File: src/rtl/tft_bus_arbiter.sv
// Request/grant arbiter sharing one tft_spi byte transmitter between N drawing engines.
// Ownership covers a whole multi-byte transaction and only changes once the transmitter is idle.
module tft_bus_arbiter #(
  parameter int N           = 4,
  parameter int ROUND_ROBIN = 0,
  parameter int HOLD_MAX    = 0
) (
  input  logic           clk,
  input  logic           rst,
  input  logic [N-1:0]   req,
  input  logic [8*N-1:0] req_data,
  input  logic [N-1:0]   req_dc,
  input  logic [N-1:0]   req_transmit,
  input  logic           spi_busy,
  output logic [7:0]     spi_data,
  output logic           spi_dc,
  output logic           spi_transmit,
  output logic [N-1:0]   grant,
  output logic [N-1:0]   req_busy,
  output logic [N-1:0]   preempt,
  output logic           busy
);

  localparam int          OW         = (N > 1) ? $clog2(N) : 1;
  localparam logic [23:0] HOLD_LIMIT = 24'(HOLD_MAX);
  localparam logic [OW-1:0] LAST_IDX = OW'(N - 1);

  typedef enum logic [1:0] {IDLE, GRANT, DRAIN} state_t;

  state_t        state, state_next;
  logic [OW-1:0] owner, last_owner, winner;
  logic          found;
  logic [23:0]   hold_cnt;
  logic [N-1:0]  grant_q;
  logic [7:0]    data_q;
  logic          dc_q;
  logic [7:0]    fwd_data;
  logic          fwd_dc, fwd_tx;
  logic          timeout;

  // Winner search: lowest index, or first index after the previous owner.
  always_comb begin
    winner = '0;
    found  = 1'b0;
    if (ROUND_ROBIN != 0) begin
      for (int k = 0; k < N; k++) begin
        if (!found && req[(int'(last_owner) + 1 + k) % N]) begin
          winner = OW'((int'(last_owner) + 1 + k) % N);
          found  = 1'b1;
        end
      end
    end else begin
      for (int i = N - 1; i >= 0; i--) begin
        if (req[i]) winner = OW'(i);
      end
    end
  end

  assign fwd_data = req_data[int'(owner)*8 +: 8];
  assign fwd_dc   = req_dc[owner];
  assign fwd_tx   = req_transmit[owner];
  assign timeout  = (HOLD_MAX != 0) && (hold_cnt >= HOLD_LIMIT) && (|(req & ~grant_q));

  // A release always wins over a simultaneous timeout, so no preempt pulse then.
  always_comb begin
    state_next = state;
    preempt    = '0;
    case (state)
      IDLE: begin
        if (|req) state_next = GRANT;
      end
      GRANT: begin
        if (!req[owner]) begin
          state_next = DRAIN;
        end else if (timeout) begin
          state_next = DRAIN;
          preempt    = grant_q;
        end
      end
      DRAIN: begin
        if (!spi_busy) state_next = IDLE;
      end
      default: state_next = IDLE;
    endcase
  end

  always_ff @(posedge clk) begin
    if (!rst) begin
      state      <= IDLE;
      grant_q    <= '0;
      owner      <= '0;
      last_owner <= LAST_IDX;
      hold_cnt   <= '0;
      data_q     <= '0;
      dc_q       <= 1'b0;
    end else begin
      state <= state_next;
      case (state)
        IDLE: begin
          if (|req) begin
            owner    <= winner;
            grant_q  <= N'(1) << winner;
            hold_cnt <= '0;
          end
        end
        GRANT: begin
          data_q <= fwd_data;
          dc_q   <= fwd_dc;
          if (hold_cnt != 24'hFF_FFFF) hold_cnt <= hold_cnt + 24'd1;
          if (state_next == DRAIN) grant_q <= '0;
        end
        DRAIN: begin
          if (!spi_busy) last_owner <= owner;
        end
        default: grant_q <= '0;
      endcase
    end
  end

  // Outside GRANT the transmitter sees the last forwarded byte with transmit held low.
  assign spi_data     = (state == GRANT) ? fwd_data : data_q;
  assign spi_dc       = (state == GRANT) ? fwd_dc : dc_q;
  assign spi_transmit = (state == GRANT) && fwd_tx;
  assign grant        = grant_q;
  assign req_busy     = {N{spi_busy}} | ~grant_q;
  assign busy         = (state != IDLE);

endmodule

File: config.mk
export PLATFORM = sky130hd
export DESIGN_NAME = tft_bus_arbiter
export DESIGN_NICKNAME = d
export VERILOG_FILES = /design/src/rtl/tft_bus_arbiter.sv
export SDC_FILE = /design/constraint.sdc
export NUM_CORES = 1
export LEC_CHECK = 0
export BUFFER_PORTS_ARGS = -buffer_cell sky130_fd_sc_hd__buf_2
export CORE_MARGIN = 2
export CORE_UTILIZATION = 41
export CTS_CLUSTER_DIAMETER = 50
export DETAILED_ROUTE_END_ITERATION = 7
export PLACE_DENSITY = 0.85
export SLEW_MARGIN = 30
export SYNTH_ARGS = -nofsm -noshare
export SYNTH_HDL_FRONTEND = slang
export SYNTH_SLANG_ARGS = --single-unit
export TNS_END_PERCENT = 100
File: constraint.sdc
create_clock -name clk -period 1.9 [get_ports clk]
set_clock_uncertainty 0.05 [all_clocks]
set_input_delay 0.475 -clock clk [delete_from_list [all_inputs] [get_ports clk]]
set_output_delay 0.475 -clock clk [all_outputs]
set_load 0.05 [all_outputs]
After elaboration in Yosys (flattened, before gate mapping)
Index checks and enable logic that the tools add are counted.
- $lt $le $gt $ge: 1
- equal/unequal tests: 5
- shift operators: 2
- mux-type cells: 19
- bitwise gates (word level): 3
- reductions and logical operators: 6
- operator list (cell ; number):
    32-bit by 6-bit indexed part select with 8-bit output ; 1
    2-bit two-way mux ; 7
    4-bit case mux with 3 select lines ; 1
    4-bit two-way mux ; 2
    8-bit two-way mux ; 1
    1-bit binary-select mux with 2-bit select ; 3
    2-bit case mux with 3 select lines ; 1
    2-bit equality test, second input constant ; 2
    1-bit two-way mux ; 4
    2-bit != test, second input constant ; 2
    4-bit NOT ; 1
    4-bit bitwise OR ; 1
    4-bit OR reduction ; 1
    1-bit by 2-bit << shifter with 4-bit output, first input constant ; 1
    2-bit by 3-bit < comparator with 1-bit output, second input constant ; 1
    3-bit AND reduction ; 1
    2-bit by 1-bit equality test with 1-bit output, second input constant ; 1
    2-bit logical NOT ; 1
    2-bit AND reduction ; 1
    2-bit nonzero test ; 1
    1-bit logical AND ; 1
    1-bit NOT ; 1
- register bits: 17
- output and inout bits: 23
- logic and storage cells: 41

Logic depth before layout (Yosys ltp)
- word-level depth: 7
- mapped depth: 6
- mapped depth without buffers: 4

Least setup slack after synthesis
Ideal clock, no wire load.
- path kind: flip-flop to output port
- start: register owner[0]
- end: output spi_transmit
- arrival: 1.400 ns
- data required time: 1.375 ns
- path slack: -0.025 ns
- stages on the path, launching flop included: 4
- buffers on the path: 1
- cells stage by stage: dfxtp_1 -> buf_6 -> mux4_1 -> and2_1
- cells in the longest elaborated chain, start to end: 3
- ends and longest elaborated chain (item ; RTL line ; text):
    start: declaration ; 31 ; logic [OW-1:0] owner, last_owner, winner;
    start signal: assignment ; 101 ; owner <= winner;
    1-bit binary-select mux with 2-bit select ; 61 ; assign fwd_tx = req_transmit[owner];
    1-bit two-way mux (not written as such) ; 61 ;
    1-bit logical AND ; 123 ; assign spi_transmit = (state == GRANT) && fwd_tx;
    end: declaration ; 17 ; output logic spi_transmit,
Every way passes these cells. The select of a mux whose other input is x is not followed.

Worst setup path in the final report
- start: register owner[0]
- end: output spi_data[0]
- cells in the longest elaborated chain, start to end: 2
- ends and longest elaborated chain (item ; RTL line ; text):
    32-bit by 6-bit indexed part select with 8-bit output ; 59 ; assign fwd_data = req_data[int'(owner)*8 +: 8];
    8-bit two-way mux ; -- ;
    end: declaration ; 15 ; output logic [7:0] spi_data,
Every way passes these cells.

==> implementation parameters <==
Parameter                              Value

Final layout
  Ant. Diodes ... 0
  Core utilization of the finished layout ... 0.6568
  Post-route insts no fill ... 209
  Final net count ... 227
  Area delta synth->final ... 48.61%
  Final std cell area, no fill ... 1672 um2
  Commonest non-fill, non-tap cell in the layout ... sky130_fd_sc_hd__buf_2
  Layout cells sized above 1 ... 0.5922
  Filler cell count ... 209
  Most frequent cells in the layout ... sky130_fd_sc_hd__buf_2 (55), sky130_fd_sc_hd__dfxtp_1 (16), sky130_fd_sc_hd__buf_6 (11), sky130_fd_sc_hd__buf_4 (11)

Floorplan
  Std-Cell Rows ... 18
  Chip height ... 56.38 um
  Area of the core ... 2545 um2
  Die outline area ... 3179 um2
  Die extent in x ... 56.38 um
  Starting density of the core ... 0.4420
  Number of I/O pins ... 70

Logic synthesis
  Post-Synthesis Cell Area ... 1125 um2
  Cell count after synthesis ... 103
  Area leader, netlist ... sky130_fd_sc_hd__dfxtp_1
  Post-synthesis sequential area ratio ... 0.3026
  Portion of synthesized cell area occupied by the leading cell type ... 0.3026
  Post-synthesis register bit count ... 17
  Top area cells in the synthesized netlist ... sky130_fd_sc_hd__dfxtp_1 (30%), sky130_fd_sc_hd__mux4_2 (16%), sky130_fd_sc_hd__mux2_4 (11%)
  Distinct cell type count of the synthesized netlist ... 28
  Number of warnings issued by yosys ... 0
  Synthesized area per cell ... 10.92 um2

Critical path
  Worst R2R Setup Slack ... 0.15 ns
  Worst Setup End Kind ... output pin
  CP Max Fanout ... 6
  Critical path class ... reg2out
  Endpoint arrival time on the critical path ... 1.78 ns
  Worst Path Required ... 1.37 ns
  Setup crit start kind ... register

Drt
  Number of nets still failing antenna checks after routing ... 0
  DRC violation count after routing ... 0
  Post-route met1 wirelength ... 1.159 mm
  Post-Route WL ... 3.150 mm
  DR vias/cell ... 5.421
  Top routing layer in use ... met4
  Routed wl met3 ... 188 um
  Routed length per placed instance ... 15.07 um
  Total length of routed met2 wires ... 1.759 mm
  Length of the first detailed-routing pass in iterations ... 4
  DR vias ... 1133
  Violation count after the first detailed-route iteration ... 46

Timing
  Setup TNS ... -3.688 ns
  Fmax ... 434.4 MHz
  Setup repair after global routing missed its margin ... yes
  Share of the cycle needed by the critical path after routing ... 1.212
  Final-layout worst hold slack ... 0.4493 ns
  Setup-failing EPs final ... 10
  Count of final max-slew check failures ... 0
  Final setup margin ... -0.4020 ns
  Fin crit period ... 2.302 ns
  Final Hold Fails ... 0

Pwr
  Clock power frac ... 0.146
  Switching Fraction ... 0.3973
  Cell area power density ... 819.9 nW/um2
  Internal power ... 0.8260 mW
  Worst IR Drop VDD ... 0.5639 mV
  Combinational Power Share ... 0.548
  Sequential share of power ... 0.306
  Static Leak ... 0.7927 nW
  Switch Pwr ... 0.5446 mW

Placement
  Placer Congestion ... 0.7462
  Dpl cell area ... 1544 um2
  Port-buffer cells ... 65
  Placed cells ... 203
  DP HPWL ... 2.412 mm

Clock tree
  Cts bufs inserted ... 3
  Clock Latency Late Sink ... 0.30 ns
  CTS root buffer ... sky130_fd_sc_hd__clkbuf_4
  Number of levels in the clock H-tree ... 1
  Number of sinks on the clock net ... 17
  TritonCTS clock tree ... done
  CTS max path bufs ... 2
  Post-CTS clock slew at the launch and capture registers of the worst setup and hold paths ... 0.11 ns

GRT
  GRT Residual Overflow ... 0
  Number of global-route vias before repair ... 1189
  Total routing usage reported by global routing ... 0.2075
  Pin count of the biggest net entering global routing ... 24
  Number of antenna violations at the first check in global routing ... 0
  Global-route wire length before repair ... 5.306 mm

Run
  Max-cap check violation count ... 0

Status
  Failing checks ... setup timing
  Run status ... finished, violations left

Hold path
  Path category of the worst min-delay check ... in2reg
-- cell families after synthesis --
group,count (synthesis),synth area share
AND/OR/NAND/NOR,38,0.1958
multiplexers,20,0.3471
flip-flops,17,0.3026
buffers and inverters,15,0.07341
AO/OA/AOI/OAI,12,0.07787
other,1,0.003334
-- stage by stage --
stage / setup WS, ns / power, mW
after floorplan: 0.03412 / 0.9021
after global placement: -0.1668 / 1.058
after detailed placement: -0.1762 / 1.075
after CTS: -0.3959 / 1.352
after global routing: -0.4605 / 1.438
final: -0.4020 / 1.371
-- worst max-delay path, stage by stage, from the launching register on --
cell	delay [ns]
sky130_fd_sc_hd__dfxtp_4	0.42
sky130_fd_sc_hd__buf_6	0.13
sky130_fd_sc_hd__mux4_2	0.49
sky130_fd_sc_hd__mux2_4	0.29
sky130_fd_sc_hd__buf_8	0.15
-- layer usage --
layer	global-route usage	vias up
li1	-	534
met5	0	-
met2	0.3933	47
met1	0.2294	548
met3	0.03456	4
met4	0.07483	0
-- layout make-up --
class / count / area (um2) / share of cell area
Inverter: 4 / 15.01 / 0.008982
Clock buffer: 3 / 22.52 / 0.01347
Tap cell: 30 / 37.54 / 0.02246
Multi-Input combinational cell: 74 / 715.7 / 0.4281
Sequential cell: 17 / 344.1 / 0.2058
Clock inverter: 1 / 5.005 / 0.002994
Timing Repair Buffer: 80 / 531.8 / 0.3181
-- timing repair --
item	in CTS	in global routing
hold buffers	0	0
endpoints found under the setup margin	10	10
resized for setup	28	1
gates cloned	0	0
setup buffers	0	2
hold endpoints to repair	0	0
-- cells in the mapped netlist --
library cell / n
sky130_fd_sc_hd__a211oi_1: 1
sky130_fd_sc_hd__buf_6: 1
sky130_fd_sc_hd__nor2b_1: 3
sky130_fd_sc_hd__conb_1: 1
sky130_fd_sc_hd__nor3b_1: 1
sky130_fd_sc_hd__mux2_2: 1
sky130_fd_sc_hd__mux4_2: 8
sky130_fd_sc_hd__mux2_4: 8
sky130_fd_sc_hd__o2111ai_1: 3
sky130_fd_sc_hd__buf_2: 3
sky130_fd_sc_hd__nand2_1: 2
sky130_fd_sc_hd__dfxtp_1: 17
sky130_fd_sc_hd__clkbuf_1: 3
sky130_fd_sc_hd__nand2b_1: 5
sky130_fd_sc_hd__a21oi_1: 2
sky130_fd_sc_hd__nand4_1: 6
sky130_fd_sc_hd__and2_4: 1
sky130_fd_sc_hd__inv_1: 4
sky130_fd_sc_hd__and2_1: 10
sky130_fd_sc_hd__nor2_1: 4
sky130_fd_sc_hd__buf_4: 4
sky130_fd_sc_hd__o221a_2: 1
sky130_fd_sc_hd__o21ai_0: 3
sky130_fd_sc_hd__nand3_1: 5
sky130_fd_sc_hd__mux4_1: 3
sky130_fd_sc_hd__a21boi_0: 1
sky130_fd_sc_hd__o211a_1: 1
sky130_fd_sc_hd__nor4_1: 1
-- power by group through the flow --
stage               combinational [mW]  sequential (mW)  clock (mW)
floorplan                        0.468            0.434           0
global placement                 0.635            0.422           0
detailed placement               0.649            0.426           0
CTS                              0.730            0.420       0.202
global route                     0.791            0.425       0.223
finish                           0.751            0.420       0.200
-- final timing paths --
kind,from,endpoint,depth (start not counted)
worst max-delay path,owner[0]$_SDFFE_PN0P_,spi_data[0],4
worst min-delay path,spi_busy,state[1]$_SDFF_PN0_,3
worst max register to register,owner[0]$_SDFFE_PN0P_,data_q[0]$_SDFF_PN0_,5
worst min register to register,grant[3]$_SDFFE_PN0P_,grant[3]$_SDFFE_PN0P_,2
-- state kept, by name, indices dropped and copies added, names as in the netlist --
name / cells
grant: 4
owner: 2
state: 2
dc_q: 1
data_q: 8
Power figures use the tool's default switching activity.
